[src/rtl/change_dispenser_if.sv]
// Handshake, request and stock-refill signals between the vending controller
// and the change dispenser.
interface change_dispenser_if #(
  parameter int N = 7,
  parameter int D = 6
);
  logic         i_valid;
  logic [D-1:0] i_item;
  logic [N-1:0] i_change;
  logic         busy;
  logic         item_valid;
  logic [D-1:0] item_code;
  logic         item_ready;
  logic         note_valid;
  logic [N-1:0] note_denom;
  logic         note_ready;
  logic         done;
  logic         short;
  logic [N-1:0] short_amt;
  logic         refill_valid;
  logic [2:0]   refill_sel;
  logic [7:0]   refill_cnt;
  logic [7:0]   stock_lvl;

  modport slave (
    input  i_valid, i_item, i_change, item_ready, note_ready,
           refill_valid, refill_sel, refill_cnt,
    output busy, item_valid, item_code, note_valid, note_denom,
           done, short, short_amt, stock_lvl
  );

  modport master (
    output i_valid, i_item, i_change, item_ready, note_ready,
           refill_valid, refill_sel, refill_cnt,
    input  busy, item_valid, item_code, note_valid, note_denom,
           done, short, short_amt, stock_lvl
  );
endinterface

[src/rtl/change_dispenser.sv]
// Drops an item, then pays change greedily from six stocked note denominations;
// reports any unpaid remainder with the end-of-transaction pulse.
module change_dispenser #(
  parameter int N = 7,
  parameter int D = 6
) (
  input  logic             clk,
  input  logic             rstn,
  change_dispenser_if.slave bus
);

  typedef enum logic [1:0] {IDLE, ITEM, CHANGE, DONE} state_t;

  state_t       state, state_d;
  logic [D-1:0] item_q;
  logic [N-1:0] rem_q;
  logic [7:0]   stock [6];

  logic         found;
  logic [2:0]   sel;
  logic [N-1:0] sel_denom;
  logic [N-1:0] rem_next;
  logic         note_hs;
  logic [8:0]   refill_sum;
  logic [7:0]   refill_val;

  function automatic logic [7:0] denom_of(input logic [2:0] idx);
    case (idx)
      3'd0:    denom_of = 8'd50;
      3'd1:    denom_of = 8'd20;
      3'd2:    denom_of = 8'd10;
      3'd3:    denom_of = 8'd5;
      3'd4:    denom_of = 8'd2;
      default: denom_of = 8'd1;
    endcase
  endfunction

  // Lowest index wins, i.e. largest payable note that is still in stock.
  always_comb begin
    found = 1'b0;
    sel   = '0;
    for (int unsigned i = 0; i < 6; i++) begin
      if (!found && (32'(denom_of(3'(i))) <= 32'(rem_q)) && (stock[i] != '0)) begin
        found = 1'b1;
        sel   = 3'(i);
      end
    end
    sel_denom = N'(denom_of(sel));
    rem_next  = rem_q - sel_denom;
  end

  always_comb begin
    bus.stock_lvl = '0;
    for (int unsigned i = 0; i < 6; i++) begin
      if (bus.refill_sel == 3'(i)) bus.stock_lvl = stock[i];
    end
    refill_sum = {1'b0, bus.stock_lvl} + {1'b0, bus.refill_cnt};
    refill_val = refill_sum[8] ? 8'hFF : refill_sum[7:0];
  end

  always_comb begin
    state_d = state;
    note_hs = 1'b0;
    case (state)
      IDLE: begin
        if (bus.i_valid) begin
          if (bus.i_item != '0)        state_d = ITEM;
          else if (bus.i_change != '0) state_d = CHANGE;
          else                         state_d = DONE;
        end
      end
      ITEM: begin
        if (bus.item_ready) state_d = (rem_q != '0) ? CHANGE : DONE;
      end
      CHANGE: begin
        if (!found) begin
          state_d = DONE;
        end else if (bus.note_ready) begin
          note_hs = 1'b1;
          if (rem_next == '0) state_d = DONE;
        end
      end
      DONE:    state_d = IDLE;
      default: state_d = IDLE;
    endcase
  end

  always_comb begin
    bus.busy       = (state != IDLE);
    bus.item_valid = (state == ITEM);
    bus.item_code  = (state == ITEM) ? item_q : '0;
    bus.note_valid = (state == CHANGE) && found;
    bus.note_denom = ((state == CHANGE) && found) ? sel_denom : '0;
    bus.done       = (state == DONE);
    bus.short      = (state == DONE) && (rem_q != '0);
    bus.short_amt  = (state == DONE) ? rem_q : '0;
  end

  always_ff @(posedge clk) begin
    if (!rstn) begin
      state  <= IDLE;
      item_q <= '0;
      rem_q  <= '0;
      for (int unsigned i = 0; i < 6; i++) stock[i] <= '0;
    end else begin
      state <= state_d;
      if (state == IDLE && bus.i_valid) begin
        item_q <= bus.i_item;
        rem_q  <= bus.i_change;
      end
      if (note_hs) rem_q <= rem_next;
      // Refill and note payout never coincide: refill is IDLE-only, payout CHANGE-only.
      for (int unsigned i = 0; i < 6; i++) begin
        if (state == IDLE && bus.refill_valid && bus.refill_sel == 3'(i))
          stock[i] <= refill_val;
        else if (note_hs && sel == 3'(i))
          stock[i] <= stock[i] - 8'd1;
      end
    end
  end

endmodule
[src/flat_wrapper.sv]
// flat-port wrapper written by rule: the top's interface ports become plain ports
module change_dispenser_flat 
#(
  parameter int N = 7,
  parameter int D = 6
)
  (clk, rstn, bus_i_valid, bus_i_item, bus_i_change, bus_item_ready, bus_note_ready, bus_refill_valid, bus_refill_sel, bus_refill_cnt, bus_busy, bus_item_valid, bus_item_code, bus_note_valid, bus_note_denom, bus_done, bus_short, bus_short_amt, bus_stock_lvl);
  change_dispenser_if #(.N(N), .D(D)) bus_i ();
  input  logic clk;
  input  logic rstn;
  input wire logic [$bits(bus_i.i_valid)-1:0] bus_i_valid;
  input wire logic [$bits(bus_i.i_item)-1:0] bus_i_item;
  input wire logic [$bits(bus_i.i_change)-1:0] bus_i_change;
  input wire logic [$bits(bus_i.item_ready)-1:0] bus_item_ready;
  input wire logic [$bits(bus_i.note_ready)-1:0] bus_note_ready;
  input wire logic [$bits(bus_i.refill_valid)-1:0] bus_refill_valid;
  input wire logic [$bits(bus_i.refill_sel)-1:0] bus_refill_sel;
  input wire logic [$bits(bus_i.refill_cnt)-1:0] bus_refill_cnt;
  output wire logic [$bits(bus_i.busy)-1:0] bus_busy;
  output wire logic [$bits(bus_i.item_valid)-1:0] bus_item_valid;
  output wire logic [$bits(bus_i.item_code)-1:0] bus_item_code;
  output wire logic [$bits(bus_i.note_valid)-1:0] bus_note_valid;
  output wire logic [$bits(bus_i.note_denom)-1:0] bus_note_denom;
  output wire logic [$bits(bus_i.done)-1:0] bus_done;
  output wire logic [$bits(bus_i.short)-1:0] bus_short;
  output wire logic [$bits(bus_i.short_amt)-1:0] bus_short_amt;
  output wire logic [$bits(bus_i.stock_lvl)-1:0] bus_stock_lvl;
  assign bus_i.i_valid = bus_i_valid;
  assign bus_i.i_item = bus_i_item;
  assign bus_i.i_change = bus_i_change;
  assign bus_i.item_ready = bus_item_ready;
  assign bus_i.note_ready = bus_note_ready;
  assign bus_i.refill_valid = bus_refill_valid;
  assign bus_i.refill_sel = bus_refill_sel;
  assign bus_i.refill_cnt = bus_refill_cnt;
  assign bus_busy = bus_i.busy;
  assign bus_item_valid = bus_i.item_valid;
  assign bus_item_code = bus_i.item_code;
  assign bus_note_valid = bus_i.note_valid;
  assign bus_note_denom = bus_i.note_denom;
  assign bus_done = bus_i.done;
  assign bus_short = bus_i.short;
  assign bus_short_amt = bus_i.short_amt;
  assign bus_stock_lvl = bus_i.stock_lvl;
  change_dispenser #(.N(N), .D(D)) u_core (.clk(clk), .rstn(rstn), .bus(bus_i));
endmodule
[config.mk]
export PLATFORM = sky130hd
export DESIGN_NAME = change_dispenser_flat
export DESIGN_NICKNAME = d
export VERILOG_FILES = /design/src/rtl/change_dispenser_if.sv /design/src/rtl/change_dispenser.sv /design/src/flat_wrapper.sv
export SDC_FILE = /design/constraint.sdc
export NUM_CORES = 1
export LEC_CHECK = 0
export ABC_AREA = 1
export BUFFER_PORTS_ARGS = -buffer_cell sky130_fd_sc_hd__buf_4
export CORE_MARGIN = 1.5
export CORE_UTILIZATION = 63
export DETAILED_ROUTE_END_ITERATION = 10
export PLACE_DENSITY_LB_ADDON = 0.25
export SKIP_CTS_REPAIR_TIMING = 1
export SYNTH_ARGS = -nofsm -noshare
export SYNTH_HDL_FRONTEND = slang
export SYNTH_SLANG_ARGS = --single-unit
[constraint.sdc]
create_clock -name clk -period 6 [get_ports clk]
set_input_delay 1.2 -clock clk [delete_from_list [all_inputs] [get_ports clk]]
set_output_delay 1.2 -clock clk [all_outputs]
set_load 0.005 [all_outputs]
==> results of run 1 <==
[power breakdown]
part | switching (mW) | internal (mW)
logic | 0.849 | 0.438
clock network | 0.193 | 0.176
registers | 0.0644 | 0.539
[Yosys cell counts, types with 2 or more instances]
library cell / instances
sky130_fd_sc_hd__nor2_4: 5
sky130_fd_sc_hd__nand2_2: 6
sky130_fd_sc_hd__o211ai_1: 4
sky130_fd_sc_hd__nor4_1: 4
sky130_fd_sc_hd__inv_1: 127
sky130_fd_sc_hd__xor2_1: 30
sky130_fd_sc_hd__a211oi_1: 2
sky130_fd_sc_hd__nand4_1: 13
sky130_fd_sc_hd__nand3_1: 46
sky130_fd_sc_hd__nor3_1: 17
sky130_fd_sc_hd__inv_2: 9
sky130_fd_sc_hd__nand2_1: 147
sky130_fd_sc_hd__a31oi_1: 4
sky130_fd_sc_hd__nand3b_1: 3
sky130_fd_sc_hd__dfxtp_1: 15
sky130_fd_sc_hd__nand3_2: 3
sky130_fd_sc_hd__o22ai_1: 22
sky130_fd_sc_hd__ha_1: 30
sky130_fd_sc_hd__a221oi_1: 7
sky130_fd_sc_hd__o21ai_0: 38
sky130_fd_sc_hd__clkbuf_1: 6
sky130_fd_sc_hd__fa_1: 2
sky130_fd_sc_hd__o221ai_1: 4
sky130_fd_sc_hd__xnor2_1: 13
sky130_fd_sc_hd__nand3_4: 2
sky130_fd_sc_hd__edfxtp_1: 48
sky130_fd_sc_hd__nor2_1: 83
sky130_fd_sc_hd__o21ai_1: 3
sky130_fd_sc_hd__a21oi_1: 26
[how the worst min path moves through the flow]
stage / startpoint / slack [ps] / end / depth (start not counted)
after floorplan: u_core.item_q[0] / 450 / u_core.item_q[0] / 2
after global placement: u_core.item_q[4] / 460 / u_core.item_q[4] / 2
after detailed placement: u_core.item_q[3] / 480 / u_core.item_q[3] / 2
after CTS: u_core.item_q[1] / 490 / u_core.item_q[1] / 2
after global routing: u_core.item_q[2] / 510 / u_core.item_q[2] / 2
final: u_core.item_q[1] / 490 / u_core.item_q[1] / 2
[critical path, cell delays in order]
cell and delay, ps:
sky130_fd_sc_hd__buf_4 130, sky130_fd_sc_hd__nor3_1 810, sky130_fd_sc_hd__inv_1 140, sky130_fd_sc_hd__o21ai_0 200
sky130_fd_sc_hd__a211oi_1 80, sky130_fd_sc_hd__o22ai_1 280, sky130_fd_sc_hd__inv_1 110, sky130_fd_sc_hd__fa_1 490
sky130_fd_sc_hd__inv_1 80, sky130_fd_sc_hd__nand3_1 80, sky130_fd_sc_hd__nand2_1 110, sky130_fd_sc_hd__nand2_1 70
sky130_fd_sc_hd__nand2_1 60, sky130_fd_sc_hd__nand2_1 60, sky130_fd_sc_hd__nand2_1 60, sky130_fd_sc_hd__nand2_1 40
sky130_fd_sc_hd__a21oi_1 460, sky130_fd_sc_hd__inv_1 120, sky130_fd_sc_hd__nand2_1 90, sky130_fd_sc_hd__nand2_1 50
sky130_fd_sc_hd__nand2_1 70, sky130_fd_sc_hd__inv_1 50
[flip-flops by register name, indices dropped and copies added (netlist names)]
register	cells
u_core.item_q	6
u_core.rem_q	7
u_core.state	2
u_core.stock	48
[cells by family (layout without fill, tap and decap cells)]
group,Yosys count,in the layout
xor+xnor,43,43
flops,63,63
fa+ha+maj,32,32
buf+inv,147,216
simple gates,332,332
other cells,1,1
compound gates,113,113
[metal layers]
layer	vias up	share of wire, %
met2	382	46
li1	2552	-
met1	2452	38
met5	-	0
met4	0	6.4
met3	92	9.7
[cell type report]
class / count / area [um2]
Timing Repair Buffer: 63 / 473
Tap cell: 105 / 131
Fill cell: 660 / 2160
Inverter: 137 / 514
Clock inverter: 6 / 42.5
Multi-Input combinational cell: 521 / 2960
Sequential cell: 63 / 1740
Clock buffer: 10 / 149
==> impl_metrics.tcl, run 1 <==
set metrics [dict create \
    outcome "finished clean" \
    final-max-slew-violation-count 0 \
    post_synth_num_cell_types 41 \
    post_synth_instance_area_um2 5270 \
    antenna-diode-count 0 \
    stdcell_count 905 \
    grt_first_pass_wirelength_mm 24.7 \
    synth-compound-area-share_pct 12.6 \
    globalplace.congestion 1.11 \
    number_of_global_route_vias_before_repair 5162 \
    max_freq_ghz 0.212 \
    clock_tree.root_cell "sky130_fd_sc_hd__clkbuf_8" \
    route.final.wire_length_mm 15.4 \
    largest_family_of_logic_cells_by_synthesized_area "simple AND/OR/NAND/NOR gates" \
    unrepaired_setup_endpoints_after_global_routing "false" \
    placement.cell_area_um2 5820 \
    fp.dieArea_um2 8920 \
    final_hold_viol_count 0 \
    setup_viol 0 \
    pin_count 63 \
    yosys.area.top_type "sky130_fd_sc_hd__edfxtp_1" \
    yosysWarnings 0 \
    setup.worst_path.start_class "input pin" \
    cts_max_level 3 \
    vias_per_cell 6.05 \
    synth_async_sr_flop_share_pct 0 \
    timing.critical_path.to_type "flip-flop" \
    final_common_cell "sky130_fd_sc_hd__nand2_1" \
    report.power.total_mw 2.26 \
    finalWorstSetupSlack_ps 1290 \
    final_core_utilization_pct 73.6 \
    worstMarginPinSlew_ps 1150 \
    synth.area.top_cells "sky130_fd_sc_hd__edfxtp_1 (27%), sky130_fd_sc_hd__nand2_1 (10%), sky130_fd_sc_hd__inv_1 (9.0%)" \
    drive_gt1_share_pct 13.4 \
    holdCritPathClass "flip-flop to flip-flop" \
    most-common-layout-cells "sky130_fd_sc_hd__nand2_1 (147), sky130_fd_sc_hd__inv_1 (127), sky130_fd_sc_hd__nor2_1 (83)" \
    totalNegativeSetupSlack_ps 0 \
    ys_seq_elements 63 \
    ys_dominant_reg_cell "sky130_fd_sc_hd__edfxtp_1" \
    worst_hold_margin_ps 491 \
    placement.setup.worst_slack_ps 1130 \
    synth-xor-area-share_pct 7.15 \
    synthSimpleGateAreaFrac_pct 28.5 \
    grt_max_degree 20 \
    globalRoute.totalOverflow 0 \
    drc 0 \
    yosys.area.top_type_share_pct 27.4 \
    gr-max-usage-layer "met2" \
    finalCritPeriodShare_pct 78.5 \
    r2r-end "u_core.state[0]" \
    finish.net_count 857 \
    synthesized_area_fraction_occupied_by_adder_cells_pct 7.88 \
    synth_nets 793 \
    numCtsBuffers 9 \
    insertion_delay_ps 360 \
    timing.clock.skew_ps 11.0 \
    cts.reportedPaths.clkPinSlew_ps 80 \
    dp.final_hpwl_mm 11.9 \
    drt_iter0_drc 692 \
    number_of_optimization_iterations_in_the_first_detailed_route_pass 7 \
    die_height_um 94.5 \
    synth_area_per_cell_um2 7.21 \
    critical_path.reg2reg.startpoint "u_core.stock[0][0]" \
    vias 5478 \
    ant_nets 0 \
    post_synth_inst_count 731 \
    yosys-mux-area-fraction_pct 0 \
    critPathArrivalTime_ps 4830 \
    number_of_enable_type_register_cells_in_the_synthesized_netlist 48 \
    placed_cells 889 \
    max-vdd-ir-drop_mv 0.344 \
    core_um2 8180 \
    grt_antenna_before_repair 0 \
    floorplan.initialDensity_pct 64.4 \
    required_ps 6120 \
    row_count 33 \
    setup.worst_path.start "bus_refill_sel[2]" \
    cts_tree "done" \
    gr-usage-all-layers_pct 36.5 \
    ctsLongestPathBuffers 2 \
    synthToLayoutAreaGrowth_pct 14.2 \
    path_class "input pin to flip-flop" \
    cts.sinks 63 \
    gr-usage-met1_pct 44.6 \
    numPortBuffers 61 \
    synth_sequential_area_ratio_pct 33.1 \
    stdcell_area_um2 6010 \
    max_cap_violations 0 \
    post_drt_wl_per_cell_um 17.1 \
    grt.met3_usage_pct 5.72 \
    worst_r2r_path_depth 23 \
    power_density_nw_per_um2 376 \
    floorplan.die.width_um 94.5 \
    critical_path_peak_fanout 8 \
    leakage_nw 2.91 \
    rrSetupSlack_ps 2280 \
    max_slew_margin_pct 22.3 \
    final_period_minus_worst_setup_slack_ps 4710 \
    crit_path_end "u_core.stock[0][6]" \
    globalRouteMet2Util_pct 59.8 \
]
Power figures use the tool's default switching activity.
==> run 2, diff against run 1 <==
--- a/config.mk
+++ b/config.mk
@@ -8,7 +8,7 @@
 export ABC_AREA = 1
 export BUFFER_PORTS_ARGS = -buffer_cell sky130_fd_sc_hd__buf_4
 export CORE_MARGIN = 1.5
-export CORE_UTILIZATION = 63
+export CORE_UTILIZATION = 60
 export DETAILED_ROUTE_END_ITERATION = 10
 export PLACE_DENSITY_LB_ADDON = 0.25
 export SKIP_CTS_REPAIR_TIMING = 1
==> constraint.sdc (replaced) <==
create_clock -name clk -period 4.9 [get_ports clk]
set_input_delay 0.98 -clock clk [delete_from_list [all_inputs] [get_ports clk]]
set_output_delay 0.98 -clock clk [all_outputs]
set_load 0.005 [all_outputs]
==> run 2 against run 1 <==
Compared with the run above:
- first-iteration DRC count is 23% lower
- final cell count grew 0.77%
- sequential share of layout area is 0.18 points lower
- worst setup slack worse by 480 ps
- die area increased by 4.8%
- critical path type unchanged
- largest cell class unchanged
- highest routed layer unchanged
==> impl_metrics.tcl, run 2 (synthesis gave the netlist of run 1 again) <==
set metrics [dict create \
    timing.critical_path.to_type "flip-flop" \
    required_ps 5020 \
    route.final.wire_length_mm 16.0 \
    final-max-slew-violation-count 0 \
    globalplace.congestion 0.987 \
    insertion_delay_ps 360 \
    worst_hold_margin_ps 487 \
    cts_max_level 3 \
    dp.final_hpwl_mm 12.3 \
    globalRoute.totalOverflow 0 \
    fp.dieArea_um2 9350 \
    numCtsBuffers 9 \
    max-vdd-ir-drop_mv 0.429 \
    timing.clock.skew_ps 14.2 \
    number_of_optimization_iterations_in_the_first_detailed_route_pass 6 \
    holdCritPathClass "flip-flop to flip-flop" \
    area.sequential_um2 1740 \
    numPortBuffers 61 \
    cts.sinks 63 \
    finish.net_count 861 \
    max_cap_violations 0 \
    leakage_nw 2.94 \
    ctsLongestPathBuffers 2 \
    num-fill-cells 733 \
    unrepaired_setup_endpoints_after_global_routing "false" \
    power_density_nw_per_um2 461 \
    ant_nets 0 \
    number_of_global_route_vias_before_repair 5285 \
    drive_gt1_share_pct 13.7 \
    grt_antenna_before_repair 0 \
    setup.worst_path.start_class "input pin" \
    core_um2 8590 \
    top_regs "u_core.stock (48), u_core.rem_q (7), u_core.item_q (6)" \
    post_drt_wl_per_cell_um 17.6 \
    final_hold_viol_count 0 \
    outcome "finished clean" \
    path_class "input pin to flip-flop" \
    cts.reportedPaths.clkPinSlew_ps 80 \
    stdcell_count 912 \
    placed_cells 896 \
    drc 0 \
    final_common_cell "sky130_fd_sc_hd__nand2_1" \
    multi_input_area_um2 2960 \
    grt_max_degree 20 \
    floorplan.initialDensity_pct 61.3 \
    antenna-diode-count 0 \
    clock_tree.root_cell "sky130_fd_sc_hd__clkbuf_8" \
    vias_per_cell 5.91 \
    setup_viol 0 \
    synthToLayoutAreaGrowth_pct 14.9 \
    largest_register_ffs 48 \
    drt_iter0_drc 531 \
    max_freq_ghz 0.245 \
    pin_count 63 \
    top_register "u_core.stock" \
    grt_first_pass_wirelength_mm 25.7 \
    gr-usage-all-layers_pct 35.0 \
    final_period_minus_worst_setup_slack_ps 4090 \
    die_height_um 96.7 \
    report.power.total_mw 2.79 \
    vias 5394 \
    worstMarginPinSlew_ps 1220 \
    most-common-layout-cells "sky130_fd_sc_hd__nand2_1 (147), sky130_fd_sc_hd__inv_1 (127), sky130_fd_sc_hd__nor2_1 (83)" \
    critical_path_peak_fanout 9 \
    row_count 34 \
    finalCritPeriodShare_pct 83.4 \
    totalNegativeSetupSlack_ps 0 \
    critPathArrivalTime_ps 4210 \
    floorplan.die.width_um 96.7 \
    cts_tree "done" \
    max_slew_margin_pct 17.8 \
]
==> run 2: through the flow <==
stage          util, %  worst slack, ps  cell area, um2
2_1_floorplan        -             1100            5270
3_3_place_gp      68.2              626            5860
3_5_place_dp      68.2              571            5860
4_1_cts           70.4              943            6050
5_1_grt           70.4              508            6050
6_report          70.4              812            6050
==> run 2: final cells by class <==
type / count / share of cell area (%)
clock buffer: 13 / 2.98
clock inverter: 3 / 0.248
inverter: 137 / 8.50
multi-input combinational: 521 / 49.0
sequential: 63 / 28.8
tap: 108 / 2.23
timing repair buffer: 67 / 8.31
==> run 2: path summary, 6_finish.rpt <==
kind / from / slack, ps / endpoint / depth (start not counted)
worst max-delay path: bus_refill_sel[0] / 810 / u_core.stock[0][6] / 16
worst min-delay path: u_core.item_q[2] / 490 / u_core.item_q[2] / 2
worst max register to register: u_core.stock[0][0] / 1000 / u_core.state[1] / 24
worst min register to register: u_core.item_q[2] / 490 / u_core.item_q[2] / 2
==> run 2: power breakdown <==
part           switching (mW)  total (mW)  internal (mW)
Clock                   0.217       0.457          0.240
Sequential             0.0799       0.740          0.660
Combinational            1.05        1.59          0.545
==> run 2: worst max-delay path: stages <==
cell and delay [ps]:
sky130_fd_sc_hd__buf_4 90, sky130_fd_sc_hd__inv_1 60, sky130_fd_sc_hd__nor3_1 460, sky130_fd_sc_hd__inv_1 240, sky130_fd_sc_hd__o221ai_1 420, sky130_fd_sc_hd__ha_1 330, sky130_fd_sc_hd__inv_1 120, sky130_fd_sc_hd__nor3_1 70
sky130_fd_sc_hd__a211oi_1 230, sky130_fd_sc_hd__nand2_1 270, sky130_fd_sc_hd__a21oi_1 550, sky130_fd_sc_hd__inv_1 130, sky130_fd_sc_hd__nand2_1 90, sky130_fd_sc_hd__nand2_1 50, sky130_fd_sc_hd__nand2_1 60, sky130_fd_sc_hd__inv_1 40
==> run 2: metal layers <==
metal / wire, um / global-route usage, %
met1: 6050 / 41.9
met3: 1650 / 7.01
met4: 1020 / 23.3
met5: 0 / 0
met2: 7290 / 56.9
